===== config.mk =====
export PLATFORM = sky130hd
export DESIGN_NAME = down_counter_sequencer_flat
export DESIGN_NICKNAME = d
export VERILOG_FILES = /design/src/rtl/down_counter_sequencer_pkg.sv /design/src/rtl/down_counter_sequencer_if.sv /design/src/rtl/down_counter_sequencer_tick_prescaler.sv /design/src/rtl/down_counter_sequencer.sv /design/src/flat_wrapper.sv
export SDC_FILE = /design/constraint.sdc
export NUM_CORES = 1
export LEC_CHECK = 0
export CAP_MARGIN = 20
export CORE_MARGIN = 3
export CORE_UTILIZATION = 40
export CTS_BUF_LIST = sky130_fd_sc_hd__clkbuf_8
export DETAILED_ROUTE_END_ITERATION = 10
export HOLD_SLACK_MARGIN = 0.15
export SLEW_MARGIN = 20
export SYNTH_ARGS = -nofsm -noshare
export SYNTH_HDL_FRONTEND = slang
export SYNTH_SLANG_ARGS = --single-unit

===== constraint.sdc =====
create_clock -name clk -period 2.1 [get_ports clk]
set_clock_uncertainty 0.15 [all_clocks]
set_input_delay 0.315 -clock clk [delete_from_list [all_inputs] [get_ports clk]]
set_output_delay 0.315 -clock clk [all_outputs]
set_load 0.01 [all_outputs]

===== src/rtl/down_counter_sequencer_pkg.sv =====
// Shared types and default sizes for the down-count sequencer slice.
package down_counter_seq_pkg;

  localparam int DEFAULT_WIDTH = 4;
  localparam int DEFAULT_DIV_W = 4;

  typedef enum logic [1:0] {
    IDLE = 2'd0,
    RUN  = 2'd1,
    HOLD = 2'd2
  } state_t;

endpackage


===== src/rtl/down_counter_sequencer_if.sv =====
// Configuration handshake, run control and status bundle of the sequencer.
interface down_counter_sequencer_if
  import down_counter_seq_pkg::*;
#(
  parameter int WIDTH = DEFAULT_WIDTH,
  parameter int DIV_W = DEFAULT_DIV_W
);

  logic             cfg_valid;
  logic             cfg_ready;
  logic [WIDTH-1:0] cfg_count;
  logic [DIV_W-1:0] cfg_div;
  logic             cfg_reload;
  logic             pause;
  logic             abort;
  logic [WIDTH-1:0] q;
  logic             busy;
  logic             done;

  modport master (
    output cfg_valid, cfg_count, cfg_div, cfg_reload, pause, abort,
    input  cfg_ready, q, busy, done
  );

  modport slave (
    input  cfg_valid, cfg_count, cfg_div, cfg_reload, pause, abort,
    output cfg_ready, q, busy, done
  );

endinterface


===== src/rtl/down_counter_sequencer_tick_prescaler.sv =====
// Prescale counter: raises tick on every (div+1)-th enabled clock.
module tick_prescaler
  import down_counter_seq_pkg::*;
#(
  parameter int DIV_W = DEFAULT_DIV_W
) (
  input  logic             clk,
  input  logic             rst,
  input  logic             en,
  input  logic             clr,
  input  logic [DIV_W-1:0] div,
  output logic             tick
);

  logic [DIV_W-1:0] pre_cnt_r;

  assign tick = en && (pre_cnt_r == div);

  // Prescale count register; wraps to zero on its own tick so it never passes div.
  always_ff @(posedge clk) begin
    if (!rst) begin
      pre_cnt_r <= {DIV_W{1'b0}};
    end else if (clr) begin
      pre_cnt_r <= {DIV_W{1'b0}};
    end else if (en) begin
      if (tick) begin
        pre_cnt_r <= {DIV_W{1'b0}};
      end else begin
        pre_cnt_r <= pre_cnt_r + DIV_W'(1);
      end
    end else begin
      pre_cnt_r <= pre_cnt_r;
    end
  end

endmodule


===== src/rtl/down_counter_sequencer.sv =====
// Programmable 4-bit down-count sequencer: handshake load, prescaled decrement,
// pause/abort control and a one-cycle terminal-count pulse with optional reload.
module down_counter_sequencer
  import down_counter_seq_pkg::*;
#(
  parameter int WIDTH = DEFAULT_WIDTH,
  parameter int DIV_W = DEFAULT_DIV_W
) (
  input logic                     clk,
  input logic                     rst,
  down_counter_sequencer_if.slave bus
);

  state_t           state_r, next_state_s;
  logic [WIDTH-1:0] q_r, q_next_s, load_val_r;
  logic [DIV_W-1:0] div_val_r;
  logic             reload_r, busy_r, done_r;
  logic             done_next_s, accept_s, clr_s, en_s, tick_s;

  // A HOLD cycle with pause already released counts like RUN, so an
  // N-cycle pause delays the countdown by exactly N clocks.
  assign en_s = ((state_r == RUN) || (state_r == HOLD)) && !bus.pause && !bus.abort;

  tick_prescaler #(.DIV_W(DIV_W)) u_prescaler (
    .clk  (clk),
    .rst  (rst),
    .en   (en_s),
    .clr  (clr_s),
    .div  (div_val_r),
    .tick (tick_s)
  );

  assign bus.cfg_ready = (state_r == IDLE);
  assign bus.q         = q_r;
  assign bus.busy      = busy_r;
  assign bus.done      = done_r;

  // Next-state and count decode; priority abort > pause > tick.
  always_comb begin
    next_state_s = state_r;
    q_next_s     = q_r;
    done_next_s  = 1'b0;
    accept_s     = 1'b0;
    clr_s        = 1'b0;
    case (state_r)
      IDLE: begin
        if (bus.cfg_valid) begin
          accept_s     = 1'b1;
          clr_s        = 1'b1;
          q_next_s     = bus.cfg_count;
          next_state_s = RUN;
        end else begin
          next_state_s = IDLE;
        end
      end
      RUN, HOLD: begin
        if (bus.abort) begin
          clr_s        = 1'b1;
          q_next_s     = {WIDTH{1'b0}};
          next_state_s = IDLE;
        end else if (bus.pause) begin
          next_state_s = HOLD;
        end else begin
          next_state_s = RUN;
          if (tick_s) begin
            if (q_r != {WIDTH{1'b0}}) begin
              q_next_s = q_r - WIDTH'(1);
            end else begin
              done_next_s = 1'b1;
              clr_s       = 1'b1;
              if (reload_r) begin
                q_next_s = load_val_r;
              end else begin
                next_state_s = IDLE;
              end
            end
          end else begin
            q_next_s = q_r;
          end
        end
      end
      default: begin
        clr_s        = 1'b1;
        q_next_s     = {WIDTH{1'b0}};
        next_state_s = IDLE;
      end
    endcase
  end

  // State, outputs and captured configuration registers.
  always_ff @(posedge clk) begin
    if (!rst) begin
      state_r    <= IDLE;
      q_r        <= {WIDTH{1'b0}};
      busy_r     <= 1'b0;
      done_r     <= 1'b0;
      load_val_r <= {WIDTH{1'b0}};
      div_val_r  <= {DIV_W{1'b0}};
      reload_r   <= 1'b0;
    end else begin
      state_r <= next_state_s;
      q_r     <= q_next_s;
      busy_r  <= (next_state_s != IDLE);
      done_r  <= done_next_s;
      if (accept_s) begin
        load_val_r <= bus.cfg_count;
        div_val_r  <= bus.cfg_div;
        reload_r   <= bus.cfg_reload;
      end else begin
        load_val_r <= load_val_r;
        div_val_r  <= div_val_r;
        reload_r   <= reload_r;
      end
    end
  end

endmodule


===== src/flat_wrapper.sv =====
// flat-port wrapper written by rule: the top's interface ports become plain ports
module down_counter_sequencer_flat import down_counter_seq_pkg::*;
#(
  parameter int WIDTH = DEFAULT_WIDTH,
  parameter int DIV_W = DEFAULT_DIV_W
)
  (clk, rst, bus_cfg_valid, bus_cfg_count, bus_cfg_div, bus_cfg_reload, bus_pause, bus_abort, bus_cfg_ready, bus_q, bus_busy, bus_done);
  down_counter_sequencer_if #(.WIDTH(WIDTH), .DIV_W(DIV_W)) bus_i ();
  input logic clk;
  input logic rst;
  input wire logic [$bits(bus_i.cfg_valid)-1:0] bus_cfg_valid;
  input wire logic [$bits(bus_i.cfg_count)-1:0] bus_cfg_count;
  input wire logic [$bits(bus_i.cfg_div)-1:0] bus_cfg_div;
  input wire logic [$bits(bus_i.cfg_reload)-1:0] bus_cfg_reload;
  input wire logic [$bits(bus_i.pause)-1:0] bus_pause;
  input wire logic [$bits(bus_i.abort)-1:0] bus_abort;
  output wire logic [$bits(bus_i.cfg_ready)-1:0] bus_cfg_ready;
  output wire logic [$bits(bus_i.q)-1:0] bus_q;
  output wire logic [$bits(bus_i.busy)-1:0] bus_busy;
  output wire logic [$bits(bus_i.done)-1:0] bus_done;
  assign bus_i.cfg_valid = bus_cfg_valid;
  assign bus_i.cfg_count = bus_cfg_count;
  assign bus_i.cfg_div = bus_cfg_div;
  assign bus_i.cfg_reload = bus_cfg_reload;
  assign bus_i.pause = bus_pause;
  assign bus_i.abort = bus_abort;
  assign bus_cfg_ready = bus_i.cfg_ready;
  assign bus_q = bus_i.q;
  assign bus_busy = bus_i.busy;
  assign bus_done = bus_i.done;
  down_counter_sequencer #(.WIDTH(WIDTH), .DIV_W(DIV_W)) u_core (.clk(clk), .rst(rst), .bus(bus_i));
endmodule

==> impl_summary.md, run 1 <==
Outcome
The flow ran to the end, and the final reports show no timing, DRC or antenna violations.

Floorplanning
The area of the die is 3640 um2. The number of top-level pins is 21. The placeable core region is 2780 um2.

The floorplan step set the die width to 60.3 um. In this run the vertical extent of the chip is 60.3 um. The placement row count is 19. The starting density of the core is between 40% and 50%.

STA
The total count of hold-check failures in the final report is 0. The worst-margin pin slew is 0.353 ns. The number of pins with negative max-slew slack in the final report is 0.

The fraction of the cycle the final worst path needs is 94.5%. Static timing analysis puts the maximum clock frequency at 0.504 GHz. The number of endpoints failing setup at the final stage is 0.

Setup repair after global routing left no endpoint under its margin. The sum of negative setup slack is 0 ns. The routed design could run at a clock period as short as around 2.0 ns. The worst pin sits at a relative slew slack of approximately three quarters.

GRT
The number of antenna violations at the first check in global routing is 0. The maximum number of pins on one net before global-route repair is 12. The overflow left after global routing is 0. The global-route total usage across every layer is 17.2%. The wire length of the first global-routing pass is between 4000 and 5000 um. The number of global-route vias before repair is roughly 1100.

Synth
The post-synthesis share of cell area spent on full adders, half adders and majority gates is 5.30%. The dominant register cell in the synthesized netlist is sky130_fd_sc_hd__dfxtp_1. The largest family of logic cells by synthesized area is simple AND/OR/NAND/NOR gates. Ranked by instance count, the synthesized netlist is headed by 28 x sky130_fd_sc_hd__nand2_1, 21 x sky130_fd_sc_hd__dfxtp_1, 9 x sky130_fd_sc_hd__a21boi_0, 7 x sky130_fd_sc_hd__inv_1, 5 x sky130_fd_sc_hd__ha_1. The synthesized area divided by synthesized cell count is 8.94 um2. The count of mapped cells out of synthesis is between 100 and 150. By area the synthesized netlist is led by sky130_fd_sc_hd__dfxtp_1 36%, sky130_fd_sc_hd__nand2_1 8.9%, sky130_fd_sc_hd__a21boi_0 5.7%. The library cell occupying the most area in the post-synthesis netlist is sky130_fd_sc_hd__dfxtp_1. The portion of synthesized area spent on multiplexers is 2.97%. The simple-gate share of the synthesized area is between 20% and 30%. The distinct cell type count after synthesis is 39. The flip-flop and latch count after synthesis is 21. The synthesis warning total is 0. The combined area of all synthesized cells is ~1200 um2. The sequential cell area fraction in the yosys report is a little over a third. The number of nets handed over by synthesis was 151.

The share of synthesized area in the top cell type comes to 35.6%. The number of synthesized flops with an enable pin is 0. Yosys instantiated no cell more often than sky130_fd_sc_hd__nand2_1. The compound-gate portion of the synthesized area is a little under a quarter. The fraction of registers with async set or reset after synthesis is 0%.

After Yosys synthesis, XOR and XNOR cells account for 6.26% of the synthesized area.

Drt
The post-route antenna net violation count is 0. Dividing the detail-routed via count by the number of cells gives 5.68. For this block, the via count after detailed routing is 1068. The post-detailed-route DRC marker count is 0.

The first routing iteration left 37 violations. Wires add up to 2750 um. The number of optimization iterations in the first detailed-route pass is 4. Dividing the detail-routed wire length by the instance count gives between 10 and 15 um.

Placed design
Input and output buffers added on the ports amount to 20. The number of placed instances with taps included is 184. The sum of net half-perimeters after detailed placement is 2150 um. The final weighted congestion of routability-driven global placement is 0.846.

Critical path
The path depth of the worst reg2reg path is 6. STA classifies the critical path startpoint as a flop. The critical path in this run is classified as reg2reg. The worst setup path is captured at a flop. Data on the critical path is required at its endpoint by 2.10 ns. The worst path arrival time is 1.99 ns.

In this run the worst path has a maximum fanout of 5.

Power
Of the total power, the clock network draws 26.9%. In this run, the combinational gates consume between 20% and 30% of the power. The worst vdd rail ir drop is 0.475 mV. The net switching power figure is ~0.00028 W. The internal power is 0.000682 W. In this run the static leakage power is around 0.54 nW.

The share of total power consumed by net switching is 29.0%. The power per unit of standard cell area is 645 nW/um2. The fraction of power consumed by sequential logic is 46.2%.

Final layout
The net count of the finished layout is 177. The post-layout instance count excluding filler cells is around 190. The area added between synthesis and finish is 26.4%. The number of antenna repair diodes is 0. Of the cells placed in the final design, the portion with a size suffix greater than 1 is between 10% and 20%.

Clock network
Clock-pin slew was measured on the worst setup and hold paths at approximately 0.080 ns. The number of buffers created by CTS is 3. TritonCTS built the clock tree. The cell at the root of the clock tree is sky130_fd_sc_hd__clkbuf_8.

The CTS H-tree depth is 1. Hold repair after CTS inserted 0 buffers. The clock latency on the worst-skew pair is about 0.26 ns. The clock drives 21 sinks.

The number of buffers on the longest clock path is 2.

Flow run
Across the run, the number of max-cap violations was 0.

Min path
The cell depth of the worst min-delay path is 2. The worst hold-check path type is reg2reg.
placed cells by master, fill, tap and decap left out, drive strengths merged, types with 4 or more instances in the layout:
cell type and n:
a21boi 9, a21oi 4, a221oi 4, buf 5
clkdlybuf4s50 20, dfxtp 21, ha 5, inv 8
nand2 28, nand3 4, o31ai 4, xnor2 5
worst max-delay path, cell delays in order, from the launching register on:
cell	delay (ns)
sky130_fd_sc_hd__dfxtp_1	0.35
sky130_fd_sc_hd__inv_1	0.10
sky130_fd_sc_hd__ha_2	0.21
sky130_fd_sc_hd__or3b_4	0.42
sky130_fd_sc_hd__o211ai_2	0.19
sky130_fd_sc_hd__o21a_4	0.18
sky130_fd_sc_hd__mux2_4	0.29
power groups by stage:
stage	registers [W]	clock network, W	logic, W
2_1_floorplan	0.000454	0	0.000154
3_3_place_gp	0.000453	0	0.000252
3_5_place_dp	0.000454	0	0.000255
4_1_cts	0.000444	0.000266	0.000256
5_1_grt	0.000449	0.000288	0.000283
6_report	0.000444	0.000259	0.000258
repair_timing:
| item | 4_1_cts | 5_1_grt |
|---|---|---|
| setup endpoints to repair | 0 | 2 |
| setup buffers | 0 | 0 |
| resized for setup | 0 | 3 |
| endpoints found under the hold margin | 0 | 0 |
worst paths after layout:
check	from	to	slack [ns]
max	u_core.bus.q[1]	u_core.bus.q[1]	0.12
min	u_core.load_val_r[3]	u_core.load_val_r[3]	0.32
max reg2reg	u_core.bus.q[1]	u_core.bus.q[1]	0.12
min reg2reg	u_core.load_val_r[3]	u_core.load_val_r[3]	0.32
registers in the layout, summed over array words and instances, names as in the netlist:
signal,flops
u_core.u_prescaler.pre_cnt_r,4
u_core.bus.done,1
u_core.state_r,2
u_core.reload_r,1
u_core.load_val_r,4
u_core.bus.busy,1
u_core.bus.q,4
u_core.div_val_r,4
per-stage QoR:
stage               total power, W  utilization (%)  area, um2  hold slack [ns]  setup WS (ns)
finish                    0.000961             53.6       1490            0.323          0.115
global route               0.00102             53.6       1490            0.343         0.0327
CTS                       0.000966             53.4       1490            0.326         0.0490
detailed placement        0.000708             51.8       1440            0.314         0.0828
global placement          0.000705             51.8       1440            0.304          0.148
floorplan                 0.000608                -       1180            0.294          0.162
routing by layer:
metal | share of wire (%) | GRT usage (%) | routed length [um] | vias to the layer above
li1 | - | - | - | 526
met1 | 45 | 22.3 | 1240 | 521
met2 | 50 | 28.4 | 1370 | 19
met3 | 4.5 | 3.24 | 125 | 2
met4 | 0.66 | 6.33 | 18 | 0
met5 | 0 | 0 | 0 | -
cell families after synthesis:
group,after synthesis
adders and majority gates,5
muxes,3
xor gates and xnor gates,5
DFF,21
buffers and inverters,11
AOI/OAI and AO/OA,34
and+or+nand+nor,53
cell type report:
type                            instances  area (um2)
Fill cell                             275        1290
Multi-Input combinational cell        100         723
Sequential cell                        21         420
Timing Repair Buffer                   25         238
Clock buffer                            3        41.3
Tap cell                               31        38.8
Inverter                                7        26.3
Clock inverter                          1        3.75
Note: power is estimated with default switching activity, not from simulation.
==> run 2, diff against run 1 <==
- CAP_MARGIN: 20 -> 0
==> results of run 2 <==
The final DEF is identical to that of run 1; final timing and power are the same.
==> run 3, diff against run 2 <==
- HOLD_SLACK_MARGIN: 0.15 -> 0.02
- PLACE_DENSITY: unset -> 0.66
- clock period: 2.1 -> 1.7 ns (I/O delays scaled with it)
==> run 3 against run 2 <==
  * The flow now finishes with violations (setup timing)
  * Global-route usage is 1.2 points higher
  * Clock power is 27% higher
  * Critical path depth stayed put
  * Wire length is 15% higher
  * First-iteration DRC count is 8.1% lower
  * Sequential power is 23% higher
  * Via count is 8.8% higher
  * Sequential cell count stayed put
  * Power is 40% higher
  * Cell count is 13% higher
  * Worst setup slack worse by 0.25 ns
  * Highest routed layer unchanged
==> impl_summary.md, run 3 (synthesis gave the netlist of run 1 again) <==
Drt
The post-route antenna net violation count was 0 (unchanged). The number of optimization iterations in the first detailed-route pass is 4 (unchanged). The sum of routed wire length over all layers was 3170 um (+15%). The post-detailed-route DRC marker count is 0 (unchanged). The mean routed wirelength per cell was 14.9 um (+1.7%).

The post-detailed-route via-to-cell ratio is 5.46 (-4.0%). The via count of the routed design is 1162 (+8.8%). The number of design-rule violations left by the first detailed-router iteration came to 34 (-8.1%).

Critical path
The worst path arrival time is 1.81 ns (-0.18 ns). The launching element type of the critical path is a flop. The cell with the biggest individual delay on the critical path is sky130_fd_sc_hd__or3b_4.

The signal on the critical path passes through inv_4 -> ha_4 -> or3b_4 -> buf_6 -> o31ai_4 -> a221oi_2. The critical path data required time was 1.68 ns (-0.42 ns). By startpoint and endpoint, the worst setup path is classified as reg2reg. The critical path's largest stage delay is 0.39 ns (-0.03 ns). STA classifies the critical path endpoint as a flop. The highest net fanout along the worst path came to 4 (-1).

Flow run
The number of max-cap violations was 0 (unchanged).

GRT
The wire length of the first global-routing pass is 5090 um (+7.8%). The global-route total usage across every layer is 18.4% (+1.2 points). The number of antenna violations at the first check in global routing was 0 (unchanged). The overflow left after global routing is 0 (unchanged). The maximum number of pins on one net before global-route repair was 13 (+1). The number of global-route vias before repair came to 1171 (+11%).

Final layout
The fraction of final layout cells with drive strength greater than 1 is 34.1% (+20 points). From synthesis to final layout, the design area changed by 52.1%. The count of nets after finishing is 202 (+14%). In the layout the commonest cells are 28 x sky130_fd_sc_hd__nand2_1, 28 x sky130_fd_sc_hd__buf_4, 18 x sky130_fd_sc_hd__dfxtp_1. The number of antenna repair diodes is 0 (unchanged).

Power
The power per unit of standard cell area is 750 nW/um2 (+16%). The worst vdd rail ir drop is 0.674 mV (+42%). The total power came to 0.00135 W (+40%).

The static leakage was 0.729 nW (+35%).

Clock network
The number of buffers created by CTS was 3 (unchanged). TritonCTS built the clock tree. The total number of clock tree sinks came to 21 (unchanged). The cell at the root of the clock tree is sky130_fd_sc_hd__clkbuf_8.

The number of buffers on the longest clock path is 2 (unchanged). The clock latency on the worst-skew pair was 0.26 ns (about the same). The CTS H-tree depth came to 1 (unchanged).

The clock input transition at the sequential cells of the worst setup and hold paths is 0.08 ns (about the same).

Floorplanning
The starting density of the core is 42.4% (unchanged). The number of top-level pins is 21 (unchanged). The placeable core region is 2780 um2 (unchanged). The die boundary width is 60.3 um (unchanged). The placement row count is 19 (unchanged). The area of the die is 3640 um2 (unchanged). The die boundary height is 60.3 um (unchanged).

Outcome
The run finished, with violations left. The final reports fail on setup timing.

STA
The number of pins with negative max-slew slack in the final report is 0 (unchanged). The worst-margin pin slew is 0.339 ns (-0.0139 ns). The sum of negative setup slack is -0.800 ns (-0.800 ns).

The number of endpoints failing setup at the final stage is 8 (+8). The worst-case setup margin in the final layout came to -0.130 ns (-0.246 ns). The fraction of the cycle the final worst path needs was 108% (+13 points). Setup repair after global routing could not meet its margin everywhere.

The total count of hold-check failures in the final report was 0 (unchanged). The worst max-slew margin expressed relative to the limit is 77.4% (+1.1 points). The highest clock frequency the design can meet is 0.546 GHz (+8.4%). The shortest period the worst path allows is 1.83 ns (-0.154 ns).

Placed design
The final weighted congestion of routability-driven global placement was 0.877 (+3.7%). The number of I/O port buffers is 20 (unchanged). The sum of net half-perimeters after detailed placement was 2470 um (+15%).

Min path
The worst hold-check path type is reg2reg.
==> run 3: cell types whose count changed in the layout (fill, tap and decap cells not counted), sizes merged <==
cell / previous run / this run
clkdlybuf4s50: 20 / 15
clkinv: 0 / 1
dlygate4sd2: 0 / 2
inv: 8 / 7
dlymetal6s2s: 0 / 3
buf: 5 / 30
==> run 3: routing by layer <==
layer  GRT usage (%)  share of wire, %  up-vias
li1                -                 -      577
met1            22.9                43      555
met2            32.6                52       26
met3            3.89               4.1        4
met4            3.80              0.79        0
met5               0                 0        -
==> run 3: through the flow <==
step                instance area [um2]  worst slack (ns)  util [%]  hold slack, ns  std cells
finish                             1790            -0.130      64.5           0.328        213
global route                       1790            -0.205      64.5           0.349        213
CTS                                1700            -0.114      61.0           0.330        211
detailed placement                 1630            -0.162      58.7           0.318        206
global placement                   1630            -0.101      58.7           0.304        206
floorplan                          1200            -0.172         -           0.244        132
==> run 3: area by class of cell <==
cell class / count / area [um2]
Fill cell: 251 / 987
Multi-Input combinational cell: 100 / 811
Timing Repair Buffer: 50 / 438
Sequential cell: 21 / 429
Clock buffer: 3 / 41.3
Tap cell: 31 / 38.8
Inverter: 7 / 31.3
Clock inverter: 1 / 5.00
==> run 3: worst paths after layout <==
kind                        start                         endpoint  slack, ns  cells after the start
max               u_core.bus.q[1]  u_core.u_prescaler.pre_cnt_r[3]      -0.13                      6
min          u_core.load_val_r[1]             u_core.load_val_r[1]       0.33                      2
max reg2reg       u_core.bus.q[1]  u_core.u_prescaler.pre_cnt_r[3]      -0.13                      6
min reg2reg  u_core.load_val_r[1]             u_core.load_val_r[1]       0.33                      2
==> run 3: report_power, final <==
group	switching [W]	leakage, nW	internal [W]	total, W
sequential	0.0000223	0.174	0.000522	0.000544
combinational	0.000217	0.530	0.000256	0.000473
clock	0.000165	0.0255	0.000163	0.000329
==> run 3: critical path: cells and delay by family, from the launching register on <==
| family | cells | cell delay, ns |
|---|---|---|
| compound gates | 2 | 0.48 |
| simple gates | 1 | 0.39 |
| flops | 1 | 0.36 |
| buf+inv | 2 | 0.20 |
| fa+ha+maj | 1 | 0.13 |
==> run 3: what timing repair did <==
item / 4_1_cts / 5_1_grt
resized for setup: 4 / 17
setup buffers: 1 / 3
hold buffers: 0 / 0
endpoints found under the setup margin: 11 / 17
pin swaps: 3 / 7
